==> config.mk <==
export PLATFORM = sky130hd
export DESIGN_NAME = id_ex_pipe_reg
export DESIGN_NICKNAME = d
export VERILOG_FILES = /design/src/rtl/id_ex_pipe_reg.sv
export SDC_FILE = /design/constraint.sdc
export NUM_CORES = 1
export LEC_CHECK = 0
export ABC_CLOCK_PERIOD_IN_PS = 2350
export CORE_AREA = 5 5 223 225
export CTS_CLUSTER_DIAMETER = 50
export DETAILED_ROUTE_END_ITERATION = 10
export DIE_AREA = 0 0 228 230
export PLACE_DENSITY_LB_ADDON = 0.15
export SLEW_MARGIN = 40
export SYNTH_ARGS = -nofsm -noshare
export SYNTH_HDL_FRONTEND = slang
export SYNTH_SLANG_ARGS = --single-unit
==> constraint.sdc <==
create_clock -name clk -period 2.35 [get_ports clk]
set_input_delay 0.5875 -clock clk [delete_from_list [all_inputs] [get_ports clk]]
set_output_delay 0.5875 -clock clk [all_outputs]
set_load 0.05 [all_outputs]
==> src/rtl/id_ex_pipe_reg.sv <==
// -----------------------------------------------------------------------------
// id_ex_pipe_reg
//   ID/EX pipeline register for the RISC-V core. It uses a valid/ready
//   handshake and carries the decoded control bundle, PC, operands, immediate,
//   funct field and rd from decode to execute.
//   The register also supports backpressure stall, synchronous flush, bubble
//   insertion on drain, and a saturating stall counter.
//
//   Optional feature macro: LOAD_USE_HAZARD_EN
//     When it is defined, a load-use hazard check holds off the consumer of a
//     load for one cycle, so exactly one bubble is inserted.
//     When it is undefined, the hazard signal is tied to 0. The ports
//     rs1_addr, rs2_addr and uses_rs2 stay on the module but are ignored.
//
// Ports
//   clk                     clock, all state updates on the rising edge
//   reset                   asynchronous active-low reset
//   flush                   synchronous kill of the held entry
//   in_valid / in_ready     decode-side handshake (in_ready is combinational)
//   ctrl_in .. rd_in        payload captured on an accepted handshake
//   rs1_addr, rs2_addr,
//   uses_rs2                source operand info for the hazard check
//   out_valid / out_ready   execute-side handshake
//   ctrl_out .. rd_out      registered payload
//   stall_cnt               saturating count of cycles with in_valid && !in_ready
// -----------------------------------------------------------------------------
module id_ex_pipe_reg #(
  parameter int XLEN    = 64,
  parameter int CTRL_W  = 8,
  parameter int FUNCT_W = 4,
  parameter int RD_W    = 5,
  parameter int CNT_W   = 16
) (
  input  logic               clk,
  input  logic               reset,
  input  logic               flush,
  input  logic               in_valid,
  output logic               in_ready,
  input  logic [CTRL_W-1:0]  ctrl_in,
  input  logic [XLEN-1:0]    pc_in,
  input  logic [XLEN-1:0]    rs1_data,
  input  logic [XLEN-1:0]    rs2_data,
  input  logic [XLEN-1:0]    imm_in,
  input  logic [FUNCT_W-1:0] funct_in,
  input  logic [RD_W-1:0]    rd_in,
  input  logic [RD_W-1:0]    rs1_addr,
  input  logic [RD_W-1:0]    rs2_addr,
  input  logic               uses_rs2,
  output logic               out_valid,
  input  logic               out_ready,
  output logic [CTRL_W-1:0]  ctrl_out,
  output logic [XLEN-1:0]    pc_out,
  output logic [XLEN-1:0]    rs1_out,
  output logic [XLEN-1:0]    rs2_out,
  output logic [XLEN-1:0]    imm_out,
  output logic [FUNCT_W-1:0] funct_out,
  output logic [RD_W-1:0]    rd_out,
  output logic [CNT_W-1:0]   stall_cnt
);

  localparam logic [CNT_W-1:0] CNT_MAX = {CNT_W{1'b1}};

  logic               valid_q, valid_d;
  logic [CTRL_W-1:0]  ctrl_q,  ctrl_d;
  logic [XLEN-1:0]    pc_q,    pc_d;
  logic [XLEN-1:0]    rs1_q,   rs1_d;
  logic [XLEN-1:0]    rs2_q,   rs2_d;
  logic [XLEN-1:0]    imm_q,   imm_d;
  logic [FUNCT_W-1:0] funct_q, funct_d;
  logic [RD_W-1:0]    rd_q,    rd_d;
  logic [CNT_W-1:0]   cnt_q,   cnt_d;

  logic hazard;
  logic load;

`ifdef LOAD_USE_HAZARD_EN
  // A held load (MemRead = ctrl[5]) writes a register that the instruction
  // now in decode reads. Refusing it for one cycle lets the load drain, and
  // the drain leaves a bubble behind it. On the next cycle out_valid is 0,
  // so the hazard clears by itself.
  assign hazard = valid_q && ctrl_q[5] && (rd_q != '0) &&
                  ((rd_q == rs1_addr) || (uses_rs2 && (rd_q == rs2_addr)));
`else
  logic unused_hazard_inputs;
  assign unused_hazard_inputs = ^{rs1_addr, rs2_addr, uses_rs2};
  assign hazard = 1'b0;
`endif

  assign in_ready = (!valid_q || out_ready) && !hazard;
  assign load     = in_valid && in_ready;

  always_comb begin
    valid_d = valid_q;
    ctrl_d  = ctrl_q;
    pc_d    = pc_q;
    rs1_d   = rs1_q;
    rs2_d   = rs2_q;
    imm_d   = imm_q;
    funct_d = funct_q;
    rd_d    = rd_q;

    if (flush) begin
      // A handshake in the same cycle is still accepted upstream, but it is dropped here.
      valid_d = 1'b0;
      ctrl_d  = '0;
    end else if (load) begin
      valid_d = 1'b1;
      ctrl_d  = ctrl_in;
      pc_d    = pc_in;
      rs1_d   = rs1_data;
      rs2_d   = rs2_data;
      imm_d   = imm_in;
      funct_d = funct_in;
      rd_d    = rd_in;
    end else if (out_ready) begin
      // Drain: the entry leaves with no replacement, so a NOP bubble is issued.
      valid_d = 1'b0;
      ctrl_d  = '0;
    end
  end

  always_comb begin
    cnt_d = cnt_q;
    if (in_valid && !in_ready && (cnt_q != CNT_MAX)) begin
      cnt_d = cnt_q + 1'b1;
    end
  end

  always_ff @(posedge clk or negedge reset) begin
    if (!reset) begin
      valid_q <= 1'b0;
      ctrl_q  <= '0;
      pc_q    <= '0;
      rs1_q   <= '0;
      rs2_q   <= '0;
      imm_q   <= '0;
      funct_q <= '0;
      rd_q    <= '0;
      cnt_q   <= '0;
    end else begin
      valid_q <= valid_d;
      ctrl_q  <= ctrl_d;
      pc_q    <= pc_d;
      rs1_q   <= rs1_d;
      rs2_q   <= rs2_d;
      imm_q   <= imm_d;
      funct_q <= funct_d;
      rd_q    <= rd_d;
      cnt_q   <= cnt_d;
    end
  end

  assign out_valid = valid_q;
  assign ctrl_out  = ctrl_q;
  assign pc_out    = pc_q;
  assign rs1_out   = rs1_q;
  assign rs2_out   = rs2_q;
  assign imm_out   = imm_q;
  assign funct_out = funct_q;
  assign rd_out    = rd_q;
  assign stall_cnt = cnt_q;

endmodule

==> results.md, run 1 <==
| Step | Result | Reported |
|:---|:---|:---|
| yosys | Post-Syn Area per Cell | 16.9 µm² |
| job | Maximum capacitance violations | 0 |
| die | Number of ports placed on the die boundary | 580 |
| yosys | Syn Nets | 943 |
| cells and area | Commonest non-fill, non-tap cell in the layout | sky130_fd_sc_hd__clkdlybuf4s50_1 |
| route | Initial DRC count | 185 |
| clock network | CTS clock-pin slew for the worst setup and hold paths | 0.05 ns |
| power | Worst VDD drop | 0.561 mV |
| cells and area | Count of placed standard cells in the final layout, fillers left out | 1923 |
| sta | Count of final hold-check violations | 0 |
| global route | Global-route wire length before repair | 56800 µm |
| sta | RSZ-0062 raised after global routing | false |
| route | Wire length after detailed routing | 37600 µm |
| worst hold path | Cell depth of the worst hold path | 1 |
| yosys | Simple-gate share of the synthesized area | 2.42% |
| global route | Vias in the first global route | 8937 |
| global route | Antenna violations before repair | 2 |
| worst setup path | Category of cells accounting for the largest share of critical-path delay | buffers and inverters |
| place | Placed Area | 0.0176 mm² |
| die | CORE AREA | 0.0473 mm² |
| die | Die boundary width | 228 µm |
| worst setup path | Critical Path Stages | 1 |
| route | Number of vias per cell | 4.11 |
| global route | Global-route met2 utilization | 24.7% |
| yosys | Post-synth cell types | 31 |
| worst setup path | Buffers & Inverters on Critical Path | 1 |
| die | Cell row count | 80 |
| worst setup path | CP peak stage delay | 0.83 ns |
| route | Drt pass-1 iters | 6 |
| route | WL/cell | 19.6 µm |
| worst setup path | Critical path data required time | 1.76 ns |
| power | Pwr dens | 983 mW/mm² |
| worst setup path | Slowest cell on crit path | sky130_fd_sc_hd__clkdlybuf4s50_1 |
| yosys | Complex-gate fraction of the synthesized area | 0.748% |
| clock network | TritonCTS clock tree | yes |
| cells and area | Synth-to-Final Area Change | 71.5% |
| yosys | Most used DFF post-synth | sky130_fd_sc_hd__dfrtp_1 |
| yosys | Netlist Area Pre-Place | 0.0110 mm² |
| yosys | Xor and xnor fraction of the mapped netlist area | 1.11% |
| sta | Share of the clock period used by the worst path after layout | 97.8% |
| cells and area | Cell area after layout | 0.0189 mm² |
| yosys | Fraction of synthesized area in multiplexers | 27.2% |
| clock network | Clock H-tree levels | 2 |
| yosys | Share of synthesized area occupied by flip-flops and latches | 65.7% |
| sta | Post-route clock skew | 0.0178 ns |
| worst hold path | Worst min path class | reg2reg |
| global route | Busiest metal layer after global routing | met2 |
| worst setup path | Largest fanout on the critical path | 2 |
| sta | Post-Route Setup TNS | 0 ns |
| route | Post-route DRC violation count | 0 |
| place | PortBufs | 568 |
| sta | Tightest Pin Transition | 0.577 ns |
| route | Vias after detailed routing | 7903 |
| global route | Global route total overflow | 0 |
| global route | M3 GR Usage | 5.76% |
| global route | Total routing usage reported by global routing | 14.0% |
| worst setup path | Arr. time, crit path | 1.71 ns |
| worst setup path | Worst reg-to-reg path cell count | 5 |
| yosys | Synthesis Warnings | 0 |
| yosys | Number of synthesized flops with an enable pin | 0 |
| global route | Pin count of the biggest net entering global routing | 50 |
| die | Die Y | 230 µm |
| cells and area | Net total in the final layout | 1563 |
| yosys | Synth async-reset ratio | 100% |
| clock network | Clock sinks | 290 |
| global route | Met1 demand-to-capacity share in global routing | 14.9% |
| cells and area | Layout cells sized above 1 | 29.5% |
| place | Half-perimeter wire length after placement | 29100 µm |
| die | Die Area | 0.0524 mm² |
| route | DRT antenna net count | 0 |
| sta | Max-slew violations | 0 |
| yosys | Arithmetic-cell share of the synthesized area counting full adders, half adders and majority gates | 0.113% |
| yosys | Instance count of the mapped netlist | 653 |
| clock network | Cell chosen for the clock root | sky130_fd_sc_hd__clkbuf_16 |
| sta | Clock period minus worst slack | 2.30 ns |
| yosys | Flip-flop and latch count after synthesis | 290 |
| clock network | Clock latency on the worst-skew pair | 0.53 ns |
| place | Last weighted congestion value of the routability-driven placer | 0.746 |
| worst setup path | Cell Chain, Critical Path | clkdlybuf4s50_1 |
| sta | Slew headroom | 61.7% |
| sta | Fmax | 435 MHz |
| place | Total placed cells including tap cells | 1842 |
| cells and area | Leading cell types in the layout, fill and taps excluded | 376 x sky130_fd_sc_hd__clkdlybuf4s50_1, 290 x sky130_fd_sc_hd__dfrtp_1, 266 x sky130_fd_sc_hd__mux2_2 |
| worst setup path | Type of origin of the critical path | register |
| clock network | TritonCTS Buffers | 43 |
| die | Starting Density | 23.3% |
| sta | Final setup violation count | 0 |
| clock network | Post-CTS Repair Setup Buffers | 0 |
| worst setup path | WS Path Type | reg2out |
| yosys | Dominant combinational cell family by area after synthesis | multiplexers |
| power | Static leakage | 0.00843 µW |
| worst setup path | Endpoint class of the critical path | output port |
| status | Run status | finished, final reports clean |
| clock network | Number of buffers on the longest clock path | 3 |
-- path summary, 6_finish.rpt --
kind,to,startpoint,slack (ns)
worst min register to register,rs1_out[45]$_DFFE_PN0P_,rs1_out[45]$_DFFE_PN0P_,0.50
worst max register to register,stall_cnt[7]$_DFFE_PN0P_,stall_cnt[0]$_DFFE_PN0P_,0.45
worst min-delay path,rs1_out[45]$_DFFE_PN0P_,rs1_out[45]$_DFFE_PN0P_,0.50
worst max-delay path,rs1_out[32],rs1_out[32]$_DFFE_PN0P_,0.05
min in group asynchronous,imm_out[37]$_DFFE_PN0P_,reset,0.56
max in group asynchronous,imm_out[46]$_DFFE_PN0P_,reset,0.95
-- logic make-up (layout without fill, tap and decap cells) --
| logic type | count (synthesis) | in the layout |
|---|---|---|
| flip-flops | 290 | 290 |
| adder cells (fa/ha/maj) | 1 | 1 |
| XOR/XNOR | 14 | 14 |
| AO/OA/AOI/OAI | 10 | 10 |
| multiplexers | 267 | 267 |
| buffers and inverters | 32 | 685 |
| other | 0 | 2 |
| AND/OR/NAND/NOR | 39 | 39 |
-- layer usage --
metal | vias up | routed length (µm)
li1 | 3575 | -
met1 | 3943 | 13400
met2 | 310 | 19600
met3 | 75 | 3310
met4 | 0 | 1310
met5 | - | 0
-- power by group --
part	internal, µW	switching [µW]
sequential	5830	429
clock	3730	2350
combinational	2200	4060
-- metrics by stage --
stage | setup WS (ns) | power (µW) | hold slack [ns] | utilization (%)
after global routing | 0.0000194 | 19500 | 0.512 | 40.0
after CTS | 0.000333 | 19000 | 0.502 | 39.8
after global placement | -0.0925 | 13000 | 0.487 | 37.2
after floorplan | 0.204 | 10300 | 0.292 | -
after detailed placement | -0.130 | 13000 | 0.485 | 37.2
final | 0.0523 | 18600 | 0.495 | 40.0
-- cell usage after synthesis, types with 2 or more instances --
master / number / area (µm²)
sky130_fd_sc_hd__dfrtp_1: 290 / 7260
sky130_fd_sc_hd__mux2_2: 266 / 3000
sky130_fd_sc_hd__buf_6: 20 / 225
sky130_fd_sc_hd__a22o_1: 8 / 70.1
sky130_fd_sc_hd__nor3_1: 7 / 35.0
sky130_fd_sc_hd__xnor2_1: 7 / 61.3
sky130_fd_sc_hd__xor2_1: 7 / 61.3
sky130_fd_sc_hd__buf_4: 6 / 45.0
sky130_fd_sc_hd__nand2_1: 5 / 18.8
sky130_fd_sc_hd__nand3_1: 5 / 25.0
sky130_fd_sc_hd__nor2_1: 5 / 18.8
sky130_fd_sc_hd__buf_2: 4 / 20.0
sky130_fd_sc_hd__nand4_1: 2 / 12.5
sky130_fd_sc_hd__nand4_2: 2 / 25.0
sky130_fd_sc_hd__nor3b_1: 2 / 15.0
sky130_fd_sc_hd__or4_4: 2 / 22.5
-- worst reg2reg max path, stage by stage, from the launching register on --
cell and delay (ns):
sky130_fd_sc_hd__dfrtp_1 0.42, sky130_fd_sc_hd__ha_1 0.23, sky130_fd_sc_hd__nand4_2 0.20, sky130_fd_sc_hd__or4_4 0.58, sky130_fd_sc_hd__and4_1 0.22, sky130_fd_sc_hd__xor2_1 0.13
-- layout make-up --
class	count	area, µm²
antenna	2	5.00
clock buffer	60	1210
clock inverter	18	155
fill	4574	28400
inverter	2	7.51
multi-input combinational	331	3500
sequential	290	7260
tap	615	769
timing repair buffer	605	6040
-- what timing repair did --
item                                    in CTS  in global routing
hold endpoints to repair                     5                  0
resized for setup                          141                 46
hold buffers                                 1                  0
endpoints found under the setup margin     141                 46
-- sequential cells by signal, indices dropped and copies added (netlist names) --
register	count
rd_out	5
ctrl_out	8
imm_out	64
rs2_out	64
stall_cnt	16
funct_out	4
pc_out	64
out_valid	1
rs1_out	64
Note: power is estimated with default switching activity, not from simulation.
==> run 2: changes to the inputs <==
--- a/config.mk
+++ b/config.mk
@@ -5,7 +5,7 @@
 export SDC_FILE = /design/constraint.sdc
 export NUM_CORES = 1
 export LEC_CHECK = 0
-export ABC_CLOCK_PERIOD_IN_PS = 2350
+export ABC_CLOCK_PERIOD_IN_PS = 2250
 export CORE_AREA = 5 5 223 225
 export CTS_CLUSTER_DIAMETER = 50
 export DETAILED_ROUTE_END_ITERATION = 10
==> constraint.sdc (replaced) <==
create_clock -name clk -period 2.25 [get_ports clk]
set_input_delay 0.5625 -clock clk [delete_from_list [all_inputs] [get_ports clk]]
set_output_delay 0.5625 -clock clk [all_outputs]
set_load 0.05 [all_outputs]
==> results.md, run 2 (synthesis gave the netlist of run 1 again) <==
| Step | Result | Reported | Delta |
|:---|:---|:---|:---|
| worst hold path | Worst Hold Launch | ctrl_out[6]$_DFFE_PN0P_ |  |
| worst setup path | Worst reg-to-reg path cell count | 5 | unchanged |
| route | DRT antenna net count | 0 | unchanged |
| sta | Slew headroom | 61.7% | about the same |
| cells and area | Net total in the final layout | 1557 | -0.38% |
| sta | Final hold slack | 0.495 ns | -0.000280 ns |
| sta | RSZ-0062 raised after global routing | false |  |
| worst setup path | WS Path Type | in2out |  |
| clock network | TritonCTS clock tree | yes |  |
| sta | Fmax | 476 MHz |  |
| die | CORE AREA | 0.0473 mm² | unchanged |
| place | Last weighted congestion value of the routability-driven placer | 0.745 | about the same |
| global route | Vias in the first global route | 8937 | unchanged |
| power | Worst VDD drop | 0.535 mV | -4.7% |
| die | Starting Density | 23.3% | unchanged |
| global route | Antenna violations before repair | 1 | -1 |
| sta | Post-route clock skew | 0.0198 ns | +0.00204 ns |
| sta | Share of the clock period used by the worst path after layout | 93.4% |  |
| power | Overall power after layout | 19800 µW | +6.1% |
| sta | Max-slew violations | 0 | unchanged |
| die | Die boundary width | 228 µm | unchanged |
| die | Die Y | 230 µm | unchanged |
| global route | Global-route wire length before repair | 57200 µm | +0.80% |
| global route | Pin count of the biggest net entering global routing | 54 | +8.0% |
| worst hold path | Cell depth of the worst hold path | 1 | unchanged |
| cells and area | Count of placed standard cells in the final layout, fillers left out | 1916 | -0.36% |
| die | Die Area | 0.0524 mm² | unchanged |
| worst setup path | Critical path data required time | 1.69 ns | -0.07 ns |
| clock network | Clock latency on the worst-skew pair | 0.54 ns | about the same |
| route | Initial DRC count | 242 | +31% |
| cells and area | Synth-to-Final Area Change | 69.2% |  |
| place | PortBufs | 568 | unchanged |
| clock network | Clock H-tree levels | 2 | unchanged |
| global route | Total routing usage reported by global routing | 14.0% | about the same |
| status | Run status | finished, final reports clean |  |
| worst setup path | Arr. time, crit path | 1.54 ns | -0.17 ns |
| worst setup path | Reg-to-Reg End | stall_cnt[7]$_DFFE_PN0P_ |  |
| route | Wire length after detailed routing | 37400 µm | -0.67% |
| place | Half-perimeter wire length after placement | 29100 µm | -0.16% |
| sta | Final setup violation count | 0 | unchanged |
| cells and area | Layout cells sized above 1 | 32.0% | +2.5 points |
| sta | Count of final hold-check violations | 0 | unchanged |
| worst setup path | Type of origin of the critical path | primary input |  |
| clock network | TritonCTS Buffers | 43 | unchanged |
| route | WL/cell | 19.5 µm | -0.31% |
| worst setup path | Largest fanout on the critical path | 3 | +1 |
| clock network | Number of buffers on the longest clock path | 3 | unchanged |
| cells and area | Post-route core utilization | 39.5% | -0.52 points |
| die | Number of ports placed on the die boundary | 580 | unchanged |
| route | Post-route DRC violation count | 0 | unchanged |
| job | Maximum capacitance violations | 0 | unchanged |
| global route | Global route total overflow | 0 | unchanged |
| die | Cell row count | 80 | unchanged |
| worst setup path | Worst flop-to-flop path startpoint | stall_cnt[0]$_DFFE_PN0P_ |  |
| clock network | Post-CTS Repair Setup Buffers | 0 | unchanged |
| route | Drt pass-1 iters | 4 | -2 |
| worst setup path | Worst setup slack for register-to-register paths | 0.37 ns | -0.08 ns |
| route | Number of vias per cell | 4.11 | about the same |
| clock network | Clock sinks | 290 | unchanged |
| worst setup path | Endpoint class of the critical path | output port |  |
| worst hold path | Worst min path class | reg2reg |  |
| sta | Post-Route Setup TNS | 0 ns | unchanged |
| power | Pwr dens | 1060 mW/mm² | +7.5% |
| cells and area | Leading cell types in the layout, fill and taps excluded | 290 x sky130_fd_sc_hd__dfrtp_1, 276 x sky130_fd_sc_hd__clkdlybuf4s50_1, 266 x sky130_fd_sc_hd__mux2_2 |  |
| worst hold path | Sink of the worst hold path | ctrl_out[6]$_DFFE_PN0P_ |  |
| route | Vias after detailed routing | 7878 | -0.32% |
| cells and area | Commonest non-fill, non-tap cell in the layout | sky130_fd_sc_hd__dfrtp_1 |  |
| sta | Clock period minus worst slack | 2.10 ns |  |
| clock network | CTS clock-pin slew for the worst setup and hold paths | 0.06 ns | about the same |
| place | Total placed cells including tap cells | 1836 | -0.33% |
| clock network | Cell chosen for the clock root | sky130_fd_sc_hd__clkbuf_16 |  |
| sta | Tightest Pin Transition | 0.577 ns | -0.000203 ns |
| power | Static leakage | 0.00825 µW | -2.2% |
[run 2: changes by cell type in the layout (fill, tap and decap cells not counted)]
cell and delta:
sky130_fd_sc_hd__diode_2 -1, sky130_fd_sc_hd__clkdlybuf4s50_1 -100, sky130_fd_sc_hd__clkinv_2 +3, sky130_fd_sc_hd__dlygate4sd2_1 +116
sky130_fd_sc_hd__bufinv_16 +4, sky130_fd_sc_hd__clkbuf_1 -7, sky130_fd_sc_hd__clkbuf_8 +6, sky130_fd_sc_hd__dlymetal6s2s_1 -46
sky130_fd_sc_hd__buf_4 +24, sky130_fd_sc_hd__clkbuf_16 -1, sky130_fd_sc_hd__inv_6 -1, sky130_fd_sc_hd__clkinv_8 +1
sky130_fd_sc_hd__clkinvlp_4 -5
[run 2: area by class of cell]
| class | count | area [µm²] |
|---|---|---|
| clock inverter | 20 | 260 |
| sequential | 290 | 7260 |
| tap | 615 | 769 |
| fill | 4651 | 28700 |
| inverter | 2 | 7.51 |
| multi-input combinational | 331 | 3500 |
| clock buffer | 58 | 1240 |
| antenna | 1 | 2.50 |
| timing repair buffer | 599 | 5660 |
[run 2: power by group]
part / switching, µW / internal [µW] / leakage [µW]
sequential: 436 / 6090 / 0.00345
combinational: 4240 / 2030 / 0.00406
clock: 2500 / 4460 / 0.000739
total: 7180 / 12600 / 0.00825
[run 2: what timing repair did]
item,4_1_cts,5_1_grt
hold buffers,1,0
resized for setup,257,0
hold endpoints to repair,44,0
setup endpoints to repair,257,0
[run 2: how the worst max path moves through the flow]
| stage | end | slack [ns] | cells after the start | startpoint |
|---|---|---|---|---|
| finish | in_ready | 0.15 | 5 | out_ready |
| global placement | pc_out[56]$_DFFE_PN0P_ | -0.17 | 5 | in_valid |
| floorplan | stall_cnt[7]$_DFFE_PN0P_ | 0.10 | 5 | stall_cnt[0]$_DFFE_PN0P_ |
| global route | in_ready | 0.05 | 5 | out_valid$_DFFE_PN0P_ |
| CTS | out_valid | 0.10 | 1 | out_valid$_DFFE_PN0P_ |
| detailed placement | imm_out[9]$_DFFE_PN0P_ | -0.19 | 5 | in_valid |
[run 2: metrics by stage]
step / area [µm²] / setup WS (ns)
after floorplan: 11000 / 0.104
final: 18700 / 0.148
after global placement: 17500 / -0.168
after global routing: 18700 / 0.0515
after detailed placement: 17500 / -0.191
after CTS: 18700 / 0.103
[run 2: routing by layer]
| layer | wire, µm | global-route usage, % |
|---|---|---|
| met5 | 0 | 0 |
| met4 | 1090 | 4.78 |
| met3 | 3140 | 5.74 |
| met2 | 19300 | 24.7 |
| met1 | 13800 | 15.3 |
[run 2: critical path, cell delays in order]
cell                              delay (ns)
sky130_fd_sc_hd__clkdlybuf4s50_1        0.45
sky130_fd_sc_hd__nor2_1                 0.18
sky130_fd_sc_hd__buf_4                  0.14
sky130_fd_sc_hd__inv_1                  0.06
sky130_fd_sc_hd__buf_12                 0.15
==> run 3: changes to the inputs <==
--- a/config.mk
+++ b/config.mk
@@ -10,7 +10,6 @@
 export CTS_CLUSTER_DIAMETER = 50
 export DETAILED_ROUTE_END_ITERATION = 10
 export DIE_AREA = 0 0 228 230
-export PLACE_DENSITY_LB_ADDON = 0.15
 export SLEW_MARGIN = 40
 export SYNTH_ARGS = -nofsm -noshare
 export SYNTH_HDL_FRONTEND = slang
==> results.md, run 3 (synthesis gave the netlist of run 1 again) <==
| Step | Result | Reported | Delta |
|:---|:---|:---|:---|
| power | Pwr dens | 1050 mW/mm² | -0.48% |
| cells and area | Cell area after layout | 0.0187 mm² | about the same |
| sta | Share of the clock period used by the worst path after layout | 94.6% | +1.2 points |
| worst setup path | Arr. time, crit path | 1.57 ns | +0.03 ns |
| die | Die Area | 0.0524 mm² | unchanged |
| sta | Count of final hold-check violations | 0 | unchanged |
| die | Cell row count | 80 | unchanged |
| clock network | Clock H-tree levels | 2 | unchanged |
| cells and area | Commonest non-fill, non-tap cell in the layout | sky130_fd_sc_hd__dfrtp_1 |  |
| route | Post-route DRC violation count | 0 | unchanged |
| worst setup path | Worst setup slack for register-to-register paths | 0.36 ns | about the same |
| cells and area | Leading cell types in the layout, fill and taps excluded | 290 x sky130_fd_sc_hd__dfrtp_1, 276 x sky130_fd_sc_hd__clkdlybuf4s50_1, 276 x sky130_fd_sc_hd__dlygate4sd2_1 |  |
| worst setup path | Reg-to-Reg End | pc_out[61]$_DFFE_PN0P_ |  |
| sta | Final setup violation count | 0 | unchanged |
| worst setup path | Critical path data required time | 1.69 ns | about the same |
| sta | RSZ-0062 raised after global routing | false |  |
| die | Number of ports placed on the die boundary | 580 | unchanged |
| place | PortBufs | 568 | unchanged |
| worst setup path | Worst reg-to-reg path cell count | 5 | unchanged |
| worst setup path | Worst flop-to-flop path startpoint | out_valid$_DFFE_PN0P_ |  |
| worst setup path | WS Path Type | in2out |  |
| cells and area | N_diodes | 0 | -1 |
| sta | Tightest Pin Transition | 0.606 ns | +0.0288 ns |
| worst setup path | Launching instance or port of the critical path | out_ready |  |
| job | Maximum capacitance violations | 0 | unchanged |
| cells and area | Synth-to-Final Area Change | 69.3% | about the same |
| sta | Max-slew violations | 0 | unchanged |
| die | Die Y | 230 µm | unchanged |
| status | Run status | finished, final reports clean |  |
| sta | Fmax | 470 MHz | -1.2% |
| die | Die boundary width | 228 µm | unchanged |
| power | Static leakage | 0.00827 µW | +0.20% |
| sta | Post-Route Setup TNS | 0 ns | unchanged |
| route | Vias after detailed routing | 7895 | +0.22% |
| power | Worst VDD drop | 0.602 mV | +13% |
| route | Wire length after detailed routing | 36600 µm | -2.2% |
| worst setup path | Endpoint of the worst setup timing path | in_ready |  |
| place | Last weighted congestion value of the routability-driven placer | 0.799 | +7.2% |
| sta | Slew headroom | 59.8% | -1.9 points |
| cells and area | Layout cells sized above 1 | 30.5% | -1.5 points |
| global route | Antenna violations before repair | 2 | +1 |
| route | Initial DRC count | 198 | -18% |
| global route | Global-route wire length before repair | 55500 µm | -3.1% |
| place | Placed Area | 0.0176 mm² | +0.36% |
| worst setup path | Type of origin of the critical path | primary input |  |
| global route | Vias in the first global route | 8993 | +0.63% |
| route | Number of vias per cell | 4.12 | +0.27% |
| clock network | TritonCTS Buffers | 42 | -2.3% |
| worst setup path | Largest fanout on the critical path | 3 | unchanged |
| clock network | Clock sinks | 290 | unchanged |
| place | Half-perimeter wire length after placement | 28800 µm | -0.80% |
| route | Drt pass-1 iters | 4 | unchanged |
| worst hold path | Worst min path class | reg2reg |  |
| die | CORE AREA | 0.0473 mm² | unchanged |
| global route | Pin count of the biggest net entering global routing | 61 | +13% |
| global route | Global route total overflow | 0 | unchanged |
| route | WL/cell | 19.1 µm | -2.1% |
| clock network | Clock latency on the worst-skew pair | 0.54 ns | about the same |
| clock network | Post-CTS Repair Setup Buffers | 0 | unchanged |
| clock network | Cell chosen for the clock root | sky130_fd_sc_hd__clkbuf_16 |  |
| die | Starting Density | 23.3% | unchanged |
| cells and area | Number of filler cells placed in the layout | 4598 | -1.1% |
| sta | Post-route clock skew | 0.0123 ns | -0.00759 ns |
| global route | Total routing usage reported by global routing | 13.5% | -0.46 points |
| cells and area | Count of placed standard cells in the final layout, fillers left out | 1915 | -0.052% |
| sta | Clock period minus worst slack | 2.13 ns | +0.0263 ns |
| clock network | CTS clock-pin slew for the worst setup and hold paths | 0.05 ns | about the same |
| cells and area | Net total in the final layout | 1559 | +0.13% |
| place | Total placed cells including tap cells | 1839 | +0.16% |
| worst setup path | Endpoint class of the critical path | output port |  |
| clock network | Number of buffers on the longest clock path | 3 | unchanged |
| route | DRT antenna net count | 0 | unchanged |
| clock network | TritonCTS clock tree | yes |  |
[run 3: changes by cell type in the layout (fill, tap and decap cells not counted), sizes merged]
| cell | before | now |
|---|---|---|
| diode | 1 | 0 |
| clkbuf | 58 | 57 |
| clkinvlp | 2 | 1 |
| bufinv | 5 | 6 |
| buf | 65 | 49 |
| dlygate4sd2 | 257 | 276 |
| inv | 3 | 7 |
| clkinv | 12 | 6 |
[run 3: layout make-up]
type                            count  area, µm²  area share [%]
Sequential cell                   290       7260            38.8
Clock inverter                     18        272            1.45
Inverter                            2       7.51          0.0401
Timing Repair Buffer              602       5690            30.4
Clock buffer                       57       1210            6.46
Tap cell                          615        769            4.11
Multi-Input combinational cell    331       3500            18.7
[run 3: metal layers]
layer  up-vias  global-route usage (%)  wire length (µm)
met5         -                       0                27
met4         4                    4.97              1190
met3        79                    5.49              2950
met2       302                    24.1             19000
met1      3923                    14.5             13400
li1       3587                       -                 -
[run 3: timing repair]
item | in CTS | in global routing
hold buffers | 1 | 0
resized for setup | 276 | 0
hold endpoints to repair | 36 | 0
endpoints found under the setup margin | 276 | 0
[run 3: where the power goes]
group          switching (µW)  internal, µW  leakage, µW  total (µW)
sequential                470          6090      0.00345        6560
combinational            4220          2010      0.00409        6230
clock                    2410          4470     0.000727        6880
total                    7110         12600      0.00827       19700
[run 3: worst min-delay path by stage]
stage	slack (ns)	start	cells after the start	to
4_1_cts	0.50	rs1_out[2]$_DFFE_PN0P_	1	rs1_out[2]$_DFFE_PN0P_
5_1_grt	0.51	rs2_out[41]$_DFFE_PN0P_	1	rs2_out[41]$_DFFE_PN0P_
6_report	0.49	rs1_out[2]$_DFFE_PN0P_	1	rs1_out[2]$_DFFE_PN0P_
3_3_place_gp	0.49	imm_out[16]$_DFFE_PN0P_	1	imm_out[16]$_DFFE_PN0P_
3_5_place_dp	0.48	ctrl_out[4]$_DFFE_PN0P_	1	ctrl_out[4]$_DFFE_PN0P_
2_1_floorplan	0.27	reset	0	ctrl_out[0]$_DFFE_PN0P_
[run 3: metrics by stage]
stage	utilization [%]	setup slack [ns]	hold slack [ns]	total power, µW
after global routing	39.5	0.0487	0.510	20500
final	39.5	0.122	0.494	19700
after detailed placement	37.1	-0.306	0.485	13600
after global placement	37.1	-0.275	0.487	13500
after floorplan	-	0.104	0.267	10700
after CTS	39.5	0.0868	0.501	20000
[run 3: critical path, stage by stage]
cell                              delay [ns]
sky130_fd_sc_hd__clkdlybuf4s50_1        0.46
sky130_fd_sc_hd__nor2_1                 0.20
sky130_fd_sc_hd__buf_4                  0.14
sky130_fd_sc_hd__inv_1                  0.05
sky130_fd_sc_hd__buf_12                 0.15
